<file path="config.mk">
export PLATFORM = sky130hd
export DESIGN_NAME = uart_msg_arbiter_flat
export DESIGN_NICKNAME = d
export VERILOG_FILES = /design/src/rtl/uart_msg_arbiter_if.sv /design/src/rtl/uart_msg_arbiter.sv /design/src/flat_wrapper.sv
export SDC_FILE = /design/constraint.sdc
export NUM_CORES = 1
export LEC_CHECK = 0
export ABC_AREA = 1
export BUFFER_PORTS_ARGS = -buffer_cell sky130_fd_sc_hd__buf_2
export CORE_AREA = 5 5 164 166
export CTS_CLUSTER_SIZE = 14
export DETAILED_ROUTE_END_ITERATION = 6
export DIE_AREA = 0 0 169 171
export SETUP_SLACK_MARGIN = 0.3
export SLEW_MARGIN = 20
export SYNTH_ARGS = -nofsm -noshare
export SYNTH_HDL_FRONTEND = slang
export SYNTH_SLANG_ARGS = --single-unit
</file>
<file path="constraint.sdc">
create_clock -name clk -period 4.1 [get_ports clk]
set_clock_uncertainty 0.1 [all_clocks]
set_input_delay 0.205 -clock clk [delete_from_list [all_inputs] [get_ports clk]]
set_output_delay 0.205 -clock clk [all_outputs]
set_load 0.02 [all_outputs]
</file>
<file path="src/rtl/uart_msg_arbiter_if.sv">
// Handshake and serializer bundle for uart_msg_arbiter.
// Requester side is master; the arbiter is slave.
interface uart_msg_arbiter_if #(
  parameter int CNT_W = 16
);
  logic             req0_valid;
  logic [63:0]      req0_data;
  logic             req0_ready;
  logic             req1_valid;
  logic [63:0]      req1_data;
  logic             req1_ready;
  logic [63:0]      tx_data;
  logic [1:0]       uart_start;
  logic             busy;
  logic             grant_id;
  logic [CNT_W-1:0] cnt0;
  logic [CNT_W-1:0] cnt1;

  modport master (
    output req0_valid, req0_data,
    output req1_valid, req1_data,
    input  req0_ready, req1_ready,
    input  tx_data, uart_start, busy,
    input  grant_id, cnt0, cnt1
  );

  modport slave (
    input  req0_valid, req0_data,
    input  req1_valid, req1_data,
    output req0_ready, req1_ready,
    output tx_data, uart_start, busy,
    output grant_id, cnt0, cnt1
  );
endinterface

</file>
<file path="src/rtl/uart_msg_arbiter.sv">
// Round-robin arbiter sharing one UART message serializer
// between CAN-frame (port 0) and status (port 1) sources.
module uart_msg_arbiter #(
  parameter int MSG_CYCLES = 108500,
  parameter int CNT_W      = 16
) (
  input  logic             clk,
  input  logic             rst,
  uart_msg_arbiter_if.slave bus
);
  localparam int W = $clog2(MSG_CYCLES);
  localparam logic [W-1:0] LOAD = W'(MSG_CYCLES - 2);

  typedef enum logic [1:0] {
    IDLE,
    START,
    WAIT
  } state_t;

  state_t           r_state;
  state_t           w_next;
  logic [W-1:0]     r_cnt;
  logic [63:0]      r_tx;
  logic             r_start;
  logic             r_busy;
  logic             r_gid;
  logic             r_last;
  logic [CNT_W-1:0] r_cnt0;
  logic [CNT_W-1:0] r_cnt1;
  logic             w_gnt0;
  logic             w_gnt1;
  logic             w_acc;

  // Ties go to the port that did not win last time.
  always_comb begin
    w_gnt0 = 1'b0;
    w_gnt1 = 1'b0;
    if (r_state == IDLE && !rst) begin
      if (bus.req0_valid && (!bus.req1_valid || r_last))
        w_gnt0 = 1'b1;
      else if (bus.req1_valid)
        w_gnt1 = 1'b1;
    end
  end

  assign w_acc = w_gnt0 | w_gnt1;

  always_comb begin
    w_next = r_state;
    unique case (r_state)
      IDLE:    if (w_acc) w_next = START;
      START:   w_next = WAIT;
      WAIT:    if (r_cnt == '0) w_next = IDLE;
      default: w_next = IDLE;
    endcase
  end

  always_ff @(posedge clk or posedge rst) begin
    if (rst) begin
      r_state <= IDLE;
      r_cnt   <= '0;
      r_tx    <= '0;
      r_start <= 1'b0;
      r_busy  <= 1'b0;
      r_gid   <= 1'b0;
      r_last  <= 1'b1;
      r_cnt0  <= '0;
      r_cnt1  <= '0;
    end else begin
      r_state <= w_next;
      r_start <= w_acc;
      r_busy  <= (w_next != IDLE);
      if (w_acc) begin
        r_tx   <= w_gnt1 ? bus.req1_data : bus.req0_data;
        r_gid  <= w_gnt1;
        r_last <= w_gnt1;
        r_cnt  <= LOAD;
        if (w_gnt0 && r_cnt0 != '1)
          r_cnt0 <= r_cnt0 + 1'b1;
        if (w_gnt1 && r_cnt1 != '1)
          r_cnt1 <= r_cnt1 + 1'b1;
      end else if (r_state == WAIT && r_cnt != '0) begin
        r_cnt <= r_cnt - 1'b1;
      end
    end
  end

  assign bus.req0_ready = w_gnt0;
  assign bus.req1_ready = w_gnt1;
  assign bus.tx_data    = r_tx;
  assign bus.uart_start = {1'b0, r_start};
  assign bus.busy       = r_busy;
  assign bus.grant_id   = r_gid;
  assign bus.cnt0       = r_cnt0;
  assign bus.cnt1       = r_cnt1;
endmodule
</file>
<file path="src/flat_wrapper.sv">
// flat-port wrapper written by rule: the top's interface ports become plain ports
module uart_msg_arbiter_flat 
#(
  parameter int MSG_CYCLES = 108500,
  parameter int CNT_W      = 16
)
  (clk, rst, bus_req0_valid, bus_req0_data, bus_req1_valid, bus_req1_data, bus_req0_ready, bus_req1_ready, bus_tx_data, bus_uart_start, bus_busy, bus_grant_id, bus_cnt0, bus_cnt1);
  uart_msg_arbiter_if #(.CNT_W(CNT_W)) bus_i ();
  input  logic clk;
  input  logic rst;
  input wire logic [$bits(bus_i.req0_valid)-1:0] bus_req0_valid;
  input wire logic [$bits(bus_i.req0_data)-1:0] bus_req0_data;
  input wire logic [$bits(bus_i.req1_valid)-1:0] bus_req1_valid;
  input wire logic [$bits(bus_i.req1_data)-1:0] bus_req1_data;
  output wire logic [$bits(bus_i.req0_ready)-1:0] bus_req0_ready;
  output wire logic [$bits(bus_i.req1_ready)-1:0] bus_req1_ready;
  output wire logic [$bits(bus_i.tx_data)-1:0] bus_tx_data;
  output wire logic [$bits(bus_i.uart_start)-1:0] bus_uart_start;
  output wire logic [$bits(bus_i.busy)-1:0] bus_busy;
  output wire logic [$bits(bus_i.grant_id)-1:0] bus_grant_id;
  output wire logic [$bits(bus_i.cnt0)-1:0] bus_cnt0;
  output wire logic [$bits(bus_i.cnt1)-1:0] bus_cnt1;
  assign bus_i.req0_valid = bus_req0_valid;
  assign bus_i.req0_data = bus_req0_data;
  assign bus_i.req1_valid = bus_req1_valid;
  assign bus_i.req1_data = bus_req1_data;
  assign bus_req0_ready = bus_i.req0_ready;
  assign bus_req1_ready = bus_i.req1_ready;
  assign bus_tx_data = bus_i.tx_data;
  assign bus_uart_start = bus_i.uart_start;
  assign bus_busy = bus_i.busy;
  assign bus_grant_id = bus_i.grant_id;
  assign bus_cnt0 = bus_i.cnt0;
  assign bus_cnt1 = bus_i.cnt1;
  uart_msg_arbiter #(.MSG_CYCLES(MSG_CYCLES), .CNT_W(CNT_W)) u_core (.clk(clk), .rst(rst), .bus(bus_i));
endmodule
</file>
-- Word-level counts from Yosys, hierarchy flattened
Index checks and enable logic that the tools add are counted.
Widths: inputs -> output; s select.
- register bits after elaboration: 119
- input bits: 132
- output and inout bits: 102
- logic and storage cells: 43
- add/subtract/negate cells: 3
- equal/unequal tests: 4
- mux-type cells: 11
- bitwise gates (word level): 1
- reduce and logical (&&, ||, !) cells: 15
- operators by type and width (operator ; number):
    $mux 64 ; 1
    $mux 17 ; 2
    $add 16x1->16 const B ; 2
    $ne 16x16->1 const B ; 2
    $logic_not 17->1 ; 1
    $reduce_bool 17->1 ; 1
    $sub 17x1->17 const B ; 1
    $pmux 2 s3 ; 1
    $logic_and 1x1->1 ; 5
    $mux 1 ; 5
    $mux 2 ; 2
    $reduce_and 2->1 ; 2
    $reduce_bool 2->1 ; 2
    $eq 2x1->1 const B ; 1
    $eq 2x2->1 const B ; 1
    $logic_not 1->1 ; 2
    $logic_not 2->1 ; 1
    $logic_or 1x1->1 ; 1
    $or 1x1->1 ; 1

-- Depth between registers and ports, before layout
Gate-level depths: netlist of the first run.
- word-level depth: 9
- gate-level depth with buffers: 12
- mapped depth without buffers: 12

-- Least setup slack after synthesis of the first run
OpenSTA, ideal clock, no wires.
- kind: input -> register
- start point: in rst
- end point: reg u_core.r_tx[10] (netlist: u_core.bus.tx_data[10])
- setup time: 0.124 ns
- arrival time: 3.697 ns
- slack: 0.179 ns
- stages: 8
- path buffers: 2
- path through: inv_1 nand3_1 inv_1 nand2_1 buf_2 buf_2 nand3_1 nand3_1
- cells in the longest elaborated chain, start to end: 4
- elaborated cells between the ends (all ways): 6
- RTL lines (element ; RTL line ; source):
    start: declaration ; flat_wrapper.sv:10 ; input logic rst;
    $logic_not 1->1 * ; uart_msg_arbiter.sv:38 ; if (r_state == IDLE && !rst) begin
    $logic_and 1x1->1 * ; uart_msg_arbiter.sv:38 ;
    $mux 1 ; uart_msg_arbiter.sv:38 ;
    $mux 64 or $or 1x1->1 (tied branches) ; uart_msg_arbiter.sv:74, uart_msg_arbiter.sv:46 ;
    end signal: assignment ; uart_msg_arbiter.sv:74 ; r_tx <= w_gnt1 ? bus.req1_data : bus.req0_data;
    end: declaration ; uart_msg_arbiter.sv:23 ; logic [63:0] r_tx;
Every way passes the cells marked *; elsewhere a longest branch is shown, timed or not.
A chain may end at the register's enable or synchronous reset.

-- Worst setup path after layout of the first run
- start point: in rst
- end point: reg u_core.r_tx[17] (netlist: u_core.bus.tx_data[17])
Same word-level chain as after synthesis.

==> results of run 1 <==
==> stage by stage <==
step | cells | area (um^2)
3_3_place_gp | 1349 | 7629
4_1_cts | 1510 | 9542
2_1_floorplan | 811 | 6221
6_report | 1512 | 9550
3_5_place_dp | 1349 | 7629
5_1_grt | 1512 | 9550
==> path summary, 6_finish.rpt <==
path / start / end / slack (ns) / depth (start not counted)
worst max-delay path: rst / u_core.bus.tx_data[17] / 1.45 / 11
worst min-delay path: bus_req0_valid / u_core.r_state[0] / 0.16 / 5
worst max register to register: u_core.r_last / u_core.bus.tx_data[8] / 1.49 / 8
worst min register to register: u_core.r_state[1] / u_core.r_state[1] / 0.38 / 1
max in group asynchronous: rst / u_core.bus.tx_data[16] / 2.32 / 5
min in group asynchronous: rst / u_core.bus.cnt0[5] / 0.44 / 4
==> area by class of cell <==
| cell class | count | area (um^2) |
|---|---|---|
| fillers | 2576 | 15920 |
| repair buffers | 368 | 2521 |
| diodes | 2 | 5.005 |
| clock inverters | 12 | 165.2 |
| clock buffers | 20 | 456.7 |
| well taps | 335 | 419.2 |
| multi-input cells | 609 | 2821 |
| flip-flops and latches | 119 | 2979 |
| inverters | 47 | 182.7 |
==> placed cells by master (no fill, tap or decap), types with 4 or more instances in the layout <==
| cell | n |
|---|---|
| sky130_fd_sc_hd__nor3_1 | 4 |
| sky130_fd_sc_hd__xor2_1 | 13 |
| sky130_fd_sc_hd__nor2_1 | 57 |
| sky130_fd_sc_hd__clkinvlp_4 | 4 |
| sky130_fd_sc_hd__inv_6 | 4 |
| sky130_fd_sc_hd__ha_1 | 4 |
| sky130_fd_sc_hd__xnor2_1 | 13 |
| sky130_fd_sc_hd__nand2_1 | 299 |
| sky130_fd_sc_hd__inv_1 | 40 |
| sky130_fd_sc_hd__dlygate4sd3_1 | 129 |
| sky130_fd_sc_hd__nand4_1 | 9 |
| sky130_fd_sc_hd__nand2_2 | 4 |
| sky130_fd_sc_hd__buf_4 | 5 |
| sky130_fd_sc_hd__a21oi_1 | 4 |
| sky130_fd_sc_hd__dfrtp_1 | 118 |
| sky130_fd_sc_hd__nand3b_1 | 5 |
| sky130_fd_sc_hd__buf_2 | 232 |
| sky130_fd_sc_hd__nand3_1 | 159 |
| sky130_fd_sc_hd__o21ai_0 | 19 |
| sky130_fd_sc_hd__o21ai_2 | 6 |
| sky130_fd_sc_hd__clkbuf_16 | 17 |
| sky130_fd_sc_hd__inv_2 | 5 |
==> power by group through the flow <==
stage	Sequential (mW)	Clock, mW	Combinational, mW
after global routing	2.04	1.68	3.13
after global placement	1.98	0	2.27
after CTS	1.97	1.63	2.83
after detailed placement	1.97	0	2.31
after floorplan	2.38	0	1.15
final	1.98	1.59	2.84
==> layer usage <==
metal  track usage  part of all wire
met5             0                 0
met4       0.07840             0.035
met3       0.03535             0.049
met2        0.2365              0.50
met1        0.1707              0.42
==> repair_timing <==
action | in CTS | in global routing
endpoints found under the hold margin | 104 | 0
endpoints found under the setup margin | 0 | 0
hold buffers | 129 | 0
==> logic make-up (layout without fill, tap and decap cells) <==
| group | Yosys count | count (layout) | synth area share |
|---|---|---|---|
| adders and majority gates | 4 | 4 | 0.008050 |
| DFF | 119 | 119 | 0.4792 |
| buffers and inverters | 83 | 447 | 0.06742 |
| AOI/OAI and AO/OA | 32 | 32 | 0.03119 |
| and+or+nand+nor | 546 | 546 | 0.3769 |
| xor gates and xnor gates | 26 | 26 | 0.03663 |
| other | 1 | 3 | 0.0006032 |
==> state kept, by name, summed over array words and instances, names as in the netlist <==
signal and count:
u_core.r_cnt 17, u_core.bus.cnt1 16, u_core.r_state 2, u_core.r_start 1, u_core.bus.busy 1, u_core.r_last 1, u_core.bus.grant_id 1, u_core.bus.tx_data 64
u_core.bus.cnt0 16
==> worst min-delay path, stage by stage <==
cell and delay (ns):
sky130_fd_sc_hd__buf_2 0.11, sky130_fd_sc_hd__inv_1 0.05, sky130_fd_sc_hd__nor2_2 0.05, sky130_fd_sc_hd__nand2_1 0.13, sky130_fd_sc_hd__nand2_1 0.07
==> impl_results.rst, run 1 <==
.. list-table::
   :header-rows: 1

   * - Metric
     - Value
   * - Part of the total power dissipated in combinational logic
     - 0.443
   * - Family with the most delay on the worst path
     - buffers and inverters
   * - Tightest slew margin relative to the limit
     - 0.4975
   * - Cell chain of the critical path
     - dlygate4sd3_1, buf_2, clkinvlp_4, nand3_1, inv_1, nand2_2, inv_2, buf_4, nand2_1, nand3_1, dlygate4sd3_1
   * - DP Wirelength
     - about 14000 um
   * - Clock buffer count from CTS
     - 17
   * - Residual DRC count
     - 0
   * - Leakage power
     - 4.863 nW
   * - All-Layer GR Usage
     - 0.1427
   * - Ratio of cells with drive above 1 in the final layout
     - 0.2519
   * - Max Clock Freq
     - between 0.3 and 0.4 GHz
   * - Clock transition at the registers of the reported paths
     - 0.06 ns
   * - Critical path capture point type
     - flop
   * - Average cell area after synthesis
     - 7.666 um^2
   * - IO Count
     - 234
   * - Worst min-delay path category
     - input port to flop
   * - Final period utilization
     - 0.6464
   * - Fraction of the core area covered by cells at the end of the flow
     - 0.3750
   * - Primary FF master, synth
     - sky130_fd_sc_hd__dfrtp_1
   * - Min Tclk post-route
     - roughly 2.7 ns
   * - Weighted congestion at the end of routability-driven global placement
     - 0.7980
   * - Synth top area cells
     - sky130_fd_sc_hd__dfrtp_1, sky130_fd_sc_hd__nand2_1, sky130_fd_sc_hd__nand3_1, sky130_fd_sc_hd__nor2_1, sky130_fd_sc_hd__inv_1
   * - Proportion of total power due to net switching
     - 0.3982
   * - Run status
     - complete, no violations
   * - Setup repair after global routing missed its margin
     - false
   * - Max H-tree Level
     - 4
   * - Transition time at the pin with the least slew margin
     - 0.7537 ns
   * - Worst Path Arrival
     - approximately 2.9 ns
   * - Int Pwr
     - a little under 4 mW
   * - Number of failing hold endpoints at the final stage
     - 0
   * - CTS resizes
     - 0
   * - Vias after detailed routing
     - approximately 6700
   * - Buffer and inverter count on the worst path
     - 7
   * - Number of global-route vias before repair
     - 6927
   * - Leading post-synthesis cells by instance count
     - sky130_fd_sc_hd__nand2_1, sky130_fd_sc_hd__nand3_1, sky130_fd_sc_hd__dfrtp_1, sky130_fd_sc_hd__nor2_1, sky130_fd_sc_hd__inv_1
   * - NumNets Final
     - 1298
   * - Area Growth Syn to Fin
     - 53.61%
   * - Max FO, Critical Path
     - 51
   * - DIE WIDTH
     - 169 um
   * - Worst IR drop on VDD
     - roughly 0.00030 V
   * - Overall power after layout
     - 6.407 mW
   * - Post-synth design cell area
     - 6217 um^2
   * - Fraction of the yosys area taken by sequential cells
     - 0.4792
   * - Type of the worst setup path
     - input port to flop
   * - Post-route setup slack
     - 1.450 ns
   * - Worst-case clock buffer depth
     - 2
   * - Routed WL
     - 20810 um
   * - Placeable core region
     - 25470 um^2
   * - Flop pwr share
     - 0.310
   * - Cell area power density
     - 670.9 nW/um^2
   * - CTS sink count
     - 119
   * - Max-cap viol count
     - 0
   * - Clock latency at the later pin of the worst-skew pair
     - 0.41 ns
   * - Post-synthesis sequential element count
     - 119
   * - Startpoint Class
     - input port
   * - Die area
     - 28900 um^2
   * - Post-synthesis async set-or-reset flop share
     - 1.000
   * - Switching Power
     - about 2.6 mW
   * - Post-DR vias/cell
     - 4.459
   * - Warning count from the yosys run
     - 0
   * - Wire length of the first global-routing pass
     - 33870 um
   * - Post-Route Hold Slack
     - 0.1643 ns
   * - Initial Util
     - 0.2441
   * - Worst EP required
     - around 4.3 ns
   * - Final-report max-slew violation count
     - 0
   * - Peak per-stage delay on the critical path
     - 0.57 ns
   * - Wire per inst
     - 13.76 um
   * - Initial antenna violation count
     - 2
   * - Number of nets with antenna violations after routing
     - 0
   * - Share of Yosys cell area claimed by the top area cell type
     - 0.4749
   * - Setup total negative slack
     - 0 ns
   * - Mapped Cells
     - 811
   * - Total nets after synthesis
     - 947
   * - DRC marker count from the first detailed-route iteration
     - 394
   * - Total grt overflow
     - 0
   * - Pin count of the biggest net entering global routing
     - 80
   * - DP Worst Slack
     - 1.977 ns
   * - First-pass iteration count of the detailed router
     - 5
   * - Setup bufs post-CTS
     - 0
   * - Number of enable flip-flop cells after synthesis
     - 0
   * - Count of unique library cells instantiated by Yosys
     - 32
   * - Library cell used as clock root buffer
     - sky130_fd_sc_hd__clkbuf_16
   * - Count of input and output buffers
     - 232
   * - Slowest cell on crit path
     - sky130_fd_sc_hd__dlygate4sd3_1
   * - Site row count
     - a little under 60
   * - Top-count cell post-synth
     - sky130_fd_sc_hd__nand2_1
   * - Die Height
     - 171 um
   * - TritonCTS clock tree
     - yes
   * - Library cell occupying the most area in the post-synthesis netlist
     - sky130_fd_sc_hd__dfrtp_1
   * - Clk pwr share
     - 0.248
   * - Final Setup Violations
     - 0
No activity file was read; power rests on OpenSTA's default activity.
==> inputs of run 2 (changes only) <==
clock period = 2.5 ns   (was 4.1 ns; I/O delays follow)
==> impl_results.rst, run 2 (synthesized netlist as in run 1, its figures left out) <==
.. list-table::
   :header-rows: 1

   * - Metric
     - Value
   * - Weighted congestion at the end of routability-driven global placement
     - 0.8542
   * - Max-cap viol count
     - 0
   * - Non-filler cells in the finished layout
     - 1512
   * - DP Worst Slack
     - 0.5943 ns
   * - Flip-flop count of the largest register after layout
     - 64
   * - Final-report max-slew violation count
     - 0
   * - Leakage power
     - 4.849 nW
   * - Type of the worst setup path
     - flop to primary output
   * - Number of placed cells counting well taps
     - 1349
   * - Clock buffer count from CTS
     - 17
   * - Wire per inst
     - 14.59 um
   * - Tightest slew margin relative to the limit
     - 0.5316
   * - IO Count
     - 234
   * - Transition time at the pin with the least slew margin
     - 0.7025 ns
   * - Flop pwr share
     - 0.326
   * - Filler Cells Inserted
     - 2517
   * - Multi-input combinational cell area
     - 2894 um^2
   * - Total grt overflow
     - 0
   * - Ratio of cells with drive above 1 in the final layout
     - 0.2659
   * - Post-route setup slack
     - 0.4287 ns
   * - Most frequent standard cell in the layout excluding fill and tap cells
     - sky130_fd_sc_hd__nand2_1
   * - Clk pwr share
     - 0.255
   * - Die Height
     - 171 um
   * - Number of nets with antenna violations after routing
     - 0
   * - Startpoint of the most critical setup path
     - u_core.r_last
   * - Critical path capture point type
     - primary output
   * - Cell area power density
     - between 1000 and 1500 nW/um^2
   * - DIE WIDTH
     - 169 um
   * - Startpoint Class
     - flop
   * - Setup repair after global routing missed its margin
     - false
   * - NumNets Final
     - 1301
   * - CTS sink count
     - 119
   * - Setup total negative slack
     - 0 ns
   * - Site row count
     - 59
   * - Die area
     - 28900 um^2
   * - Int Pwr
     - 5.745 mW
   * - Min Tclk post-route
     - 2.071 ns
   * - Worst min-delay path category
     - input port to flop
   * - Vias after detailed routing
     - 6889
   * - All-Layer GR Usage
     - 0.1478
   * - Antenna diode instance count
     - 0
   * - Max Clock Freq
     - 0.4828 GHz
   * - DP Wirelength
     - 13760 um
   * - Worst Path Arrival
     - 1.85 ns
   * - First-pass iteration count of the detailed router
     - 5
   * - Library cell used as clock root buffer
     - sky130_fd_sc_hd__clkbuf_16
   * - Post-DR vias/cell
     - 4.556
   * - Fraction of the core area covered by cells at the end of the flow
     - 0.3796
   * - Max FO, Critical Path
     - 38
   * - Final period utilization
     - 0.8285
   * - Worst EP required
     - 2.28 ns
   * - Post-Route Hold Slack
     - 0.1468 ns
   * - Wire length of the first global-routing pass
     - 34590 um
   * - TritonCTS clock tree
     - yes
   * - Worst-case clock buffer depth
     - 2
   * - HP Start
     - bus_req0_valid
   * - Pin count of the biggest net entering global routing
     - between 100 and 150
   * - Worst IR drop on VDD
     - 0.0004370 V
   * - Launch point of the worst reg-to-reg path
     - u_core.r_last
   * - Max H-tree Level
     - 4
   * - Proportion of total power due to net switching
     - 0.4163
   * - Slowest cell on crit path
     - sky130_fd_sc_hd__dfstp_2
   * - Sequential Area
     - 2979 um^2
   * - Clock latency at the later pin of the worst-skew pair
     - 0.42 ns
   * - Area Growth Syn to Fin
     - 55.50%
   * - Peak per-stage delay on the critical path
     - 0.54 ns
   * - Final Setup Violations
     - 0
   * - Residual DRC count
     - 0
   * - Number of failing hold endpoints at the final stage
     - 0
   * - Post-Place Cell Area
     - 7744 um^2
   * - Cell area after layout
     - 9668 um^2
   * - Part of the total power dissipated in combinational logic
     - 0.419
   * - Initial Util
     - 0.2441
   * - Count of input and output buffers
     - 232
   * - Routed WL
     - 22060 um
   * - Placeable core region
     - 25470 um^2
   * - Number of global-route vias before repair
     - just under 7000
   * - Switching Power
     - slightly above 4 mW
   * - Initial antenna violation count
     - 0
   * - DRC marker count from the first detailed-route iteration
     - 376
   * - Run status
     - complete, no violations
   * - Clock transition at the registers of the reported paths
     - approximately 0.05 ns
   * - Most frequent cells in the layout
     - sky130_fd_sc_hd__nand2_1, sky130_fd_sc_hd__buf_2, sky130_fd_sc_hd__nand3_1
   * - Cell chain of the critical path
     - nor2_1, nor2_2, nand2_2, inv_8, buf_16, buf_2
   * - Overall power after layout
     - 9.843 mW
[run 2: timing repair]
item	in CTS	in global routing
hold buffers	129	0
setup buffers	0	3
endpoints found under the hold margin	182	0
endpoints found under the setup margin	1	1
resized for setup	2	2
[run 2: final cells by class]
| type | instances | share of cell area |
|---|---|---|
| multi-input cells | 609 | 0.2993 |
| repair buffers | 371 | 0.2674 |
| clock inverters | 12 | 0.01579 |
| well taps | 335 | 0.04335 |
| clock buffers | 19 | 0.04581 |
| inverters | 47 | 0.02019 |
| flip-flops and latches | 119 | 0.3081 |
[run 2: power groups by stage]
stage               logic, mW  registers, mW  clock network (mW)
floorplan                1.99           3.90                   0
global placement         3.86           3.22                   0
detailed placement       3.91           3.22                   0
CTS                      4.12           3.20                2.61
global route             4.55           3.31                2.69
finish                   4.12           3.21                2.51
[run 2: routing by layer]
metal	vias to the layer above	part of all wire	GRT usage
met5	-	0	0
met4	0	0.029	0.06125
met3	63	0.076	0.03859
met2	316	0.49	0.2467
met1	3197	0.41	0.1822
li1	3313	-	-
[run 2: final timing paths]
kind                                          end  slack [ns]  depth (start not counted)
max reg2reg                 u_core.bus.tx_data[5]        0.48                          7
max                                bus_req0_ready        0.43                          6
max in group asynchronous  u_core.bus.tx_data[61]        1.38                          4
min reg2reg                     u_core.r_state[1]        0.36                          1
min                             u_core.r_state[0]        0.15                          5
min in group asynchronous      u_core.bus.cnt1[0]        0.40                          4
[run 2: critical path, delay by kind of cell (launching register included)]
family / cells / cell delay (ns)
simple gates: 3 / 0.37
flops: 1 / 0.54
buf+inv: 3 / 0.49
==> inputs of run 3 (changes only) <==
ABC_AREA = 0   (was 1)
CORE_AREA = 5 5 151 153   (was 5 5 164 166)
DIE_AREA = 0 0 156 158   (was 0 0 169 171)
clock period = 1.8 ns   (was 2.5 ns; I/O delays follow)
==> impl_results.rst, run 3 <==
.. list-table::
   :header-rows: 1

   * - Metric
     - Value
   * - Final Setup Violations
     - around 110
   * - Total nets after synthesis
     - 607
   * - Buffer and inverter count on the worst path
     - 1
   * - Run status
     - finished with violations
   * - CTS sink count
     - between 100 and 150
   * - Number of nets with antenna violations after routing
     - 0
   * - Number of failing hold endpoints at the final stage
     - 0
   * - Post-synthesis async set-or-reset flop share
     - 1.000
   * - Most frequent standard cell in the layout excluding fill and tap cells
     - sky130_fd_sc_hd__buf_2
   * - Post-route setup slack
     - -0.3102 ns
   * - Transition time at the pin with the least slew margin
     - approximately 0.56 ns
   * - Die Height
     - approximately 160 um
   * - Post-Route Hold Slack
     - 0.04576 ns
   * - Fraction of the yosys area taken by sequential cells
     - 0.5708
   * - Post-DR vias/cell
     - 4.808
   * - Max-cap viol count
     - 0
   * - Min Tclk post-route
     - 2.110 ns
   * - Final period utilization
     - 1.172
   * - Worst IR drop on VDD
     - around 0.00075 V
   * - Number of global-route vias before repair
     - between 6000 and 7000
   * - Library cell occupying the most area in the post-synthesis netlist
     - sky130_fd_sc_hd__dfrtp_1
   * - All-Layer GR Usage
     - 0.1838
   * - Residual DRC count
     - 0
   * - Die area
     - 24650 um^2
   * - Post-synth design cell area
     - 5219 um^2
   * - Worst EP required
     - 1.99 ns
   * - DIE WIDTH
     - 156 um
   * - Weighted congestion at the end of routability-driven global placement
     - 0.7465
   * - Post-synthesis sequential element count
     - around 120
   * - Worst min-delay path category
     - input port to flop
   * - Peak per-stage delay on the critical path
     - about 0.57 ns
   * - Leading post-synthesis cells by instance count
     - sky130_fd_sc_hd__dfrtp_1, sky130_fd_sc_hd__inv_1, sky130_fd_sc_hd__a222oi_1, sky130_fd_sc_hd__nor2_1, sky130_fd_sc_hd__nand2_1
   * - Worst Path Arrival
     - 2.30 ns
   * - Type of the worst setup path
     - flop to flop
   * - Area Growth Syn to Fin
     - 104.9%
   * - Routed WL
     - 23340 um
   * - Non-filler cells in the finished layout
     - 1254
   * - Wire per inst
     - 18.62 um
   * - Mapped Cells
     - approximately 470
   * - Antenna diode instance count
     - 0
   * - Worst-case clock buffer depth
     - 2
   * - IO Count
     - 234
   * - Number of enable flip-flop cells after synthesis
     - 0
   * - Final-report max-slew violation count
     - 0
   * - Filler Cells Inserted
     - 1848
   * - Max H-tree Level
     - 4
   * - Clock buffer count from CTS
     - 17
   * - Critical path capture point type
     - flop
   * - Clock latency at the later pin of the worst-skew pair
     - 0.40 ns
   * - Wire length of the first global-routing pass
     - between 30000 and 40000 um
   * - Initial Util
     - 0.2437
   * - Clock transition at the registers of the reported paths
     - 0.06 ns
   * - Primary FF master, synth
     - sky130_fd_sc_hd__dfrtp_1
   * - DP Wirelength
     - 11990 um
   * - Average cell area after synthesis
     - 11.08 um^2
   * - Most frequent cells in the layout
     - sky130_fd_sc_hd__buf_2, sky130_fd_sc_hd__dlygate4sd3_1, sky130_fd_sc_hd__dfrtp_1
   * - Flip-flop count of the largest register after layout
     - 64
   * - Synth top area cells
     - sky130_fd_sc_hd__dfrtp_1, sky130_fd_sc_hd__a222oi_1, sky130_fd_sc_hd__inv_1, sky130_fd_sc_hd__xor2_1, sky130_fd_sc_hd__xnor2_1
   * - Max FO, Critical Path
     - 6
   * - Cell area power density
     - 1294 nW/um^2
   * - Vias after detailed routing
     - 6029
   * - Count of input and output buffers
     - 232
   * - Placeable core region
     - about 21000 um^2
   * - Startpoint Class
     - flop
   * - Most Frequent Cell on Critical Path
     - sky130_fd_sc_hd__or4_4
   * - Cell chain of the critical path
     - or4_4, or4_4, buf_4, nor3_2, xnor2_1, nand2_1
   * - Ratio of cells with drive above 1 in the final layout
     - 0.4979
   * - Initial antenna violation count
     - 0
   * - Violations in the final reports
     - negative setup slack
   * - Family with the most delay on the worst path
     - simple AND/OR/NAND/NOR gates
   * - Tightest slew margin relative to the limit
     - 0.6264
   * - Share of Yosys cell area claimed by the top area cell type
     - 0.5658
   * - Library cell used as clock root buffer
     - sky130_fd_sc_hd__clkbuf_16
   * - Slowest cell on crit path
     - sky130_fd_sc_hd__or4_4
   * - Top-count cell post-synth
     - sky130_fd_sc_hd__dfrtp_1
   * - Total grt overflow
     - 0
   * - Setup repair after global routing missed its margin
     - true
   * - NumNets Final
     - 1097
   * - Max Clock Freq
     - 0.4739 GHz
   * - First-pass iteration count of the detailed router
     - 7
   * - Count of unique library cells instantiated by Yosys
     - 46
   * - Pin count of the biggest net entering global routing
     - 97
   * - Warning count from the yosys run
     - 0
   * - TritonCTS clock tree
     - yes
   * - Site row count
     - 54
   * - Leakage power
     - ~5.4 nW
   * - Number of placed cells counting well taps
     - between 1000 and 1500
   * - DRC marker count from the first detailed-route iteration
     - 611
==> run 3: cell type report <==
| class | instances | area, um^2 | area share |
|---|---|---|---|
| clock inverter | 12 | 128.9 | 0.01205 |
| multi-input combinational | 251 | 2286 | 0.2138 |
| sequential | 119 | 3002 | 0.2807 |
| timing repair buffer | 496 | 4158 | 0.3888 |
| timing repair inverter | 1 | 16.27 | 0.001521 |
| tap | 280 | 350.3 | 0.03276 |
| inverter | 75 | 305.3 | 0.02855 |
| clock buffer | 20 | 446.7 | 0.04177 |
==> run 3: power by group <==
group	total [mW]	switching (mW)	internal, mW
registers	4.18	0.599	3.58
logic	6.33	3.23	3.10
clock network	3.32	1.25	2.07
==> run 3: worst register-to-register path: stages, from the launching register on <==
cell and delay [ns]:
sky130_fd_sc_hd__dfrtp_1 0.38, sky130_fd_sc_hd__or4_4 0.57, sky130_fd_sc_hd__or4_4 0.48, sky130_fd_sc_hd__buf_4 0.16, sky130_fd_sc_hd__nor3_2 0.12, sky130_fd_sc_hd__xnor2_1 0.13, sky130_fd_sc_hd__nand2_1 0.07
==> run 3: stage by stage <==
step	worst slack, ns	utilization	total power, mW	cell area [um^2]	setup TNS, ns
2_1_floorplan	-0.2498	-	6.798	5410	-3.049
4_1_cts	-0.2698	0.4893	13.67	10480	-13.83
6_report	-0.3102	0.4992	13.83	10690	-14.10
3_5_place_dp	-0.3200	0.3471	8.747	7433	-6.295
3_3_place_gp	-0.2999	0.3471	8.689	7433	-4.899
5_1_grt	-0.3708	0.4992	14.55	10690	-25.73
==> run 3: logic make-up after synthesis <==
family	Yosys count	synth area share
other cells	1	0.0007186
fa+ha+maj	4	0.009590
mux	4	0.008391
flops	119	0.5708
xor+xnor	36	0.06042
buf+inv	102	0.07528
compound gates	86	0.1506
simple gates	119	0.1242
==> run 3: worst paths after layout <==
path	cells after the start	endpoint	start	slack, ns
min in group asynchronous	4	u_core.bus.cnt0[3]	rst	0.28
worst min-delay path	4	u_core.r_last	bus_req1_valid	0.05
worst max register to register	6	u_core.r_cnt[15]	u_core.r_cnt[6]	-0.31
max in group asynchronous	4	u_core.bus.tx_data[45]	rst	0.82
worst min register to register	1	u_core.bus.cnt1[8]	u_core.bus.cnt1[8]	0.38
worst max-delay path	6	u_core.r_cnt[15]	u_core.r_cnt[6]	-0.31
==> run 3: routing by layer <==
layer  wire length (um)  global-route usage  up-vias  part of all wire
met3               1430             0.04538       79             0.061
met1               9005              0.2189     2927              0.39
met5                  0                   0        -                 0
met2              12120              0.3121      300              0.52
met4                788             0.08754        0             0.034
li1                   -                   -     2723                 -
==> run 3: repair_timing <==
action                     4_1_cts  5_1_grt
resized for setup              106       22
gates cloned                    20        0
setup buffers                   31       11
hold endpoints to repair       183        0
setup endpoints to repair      120      120
hold buffers                   130        0
pin swaps                       94       42
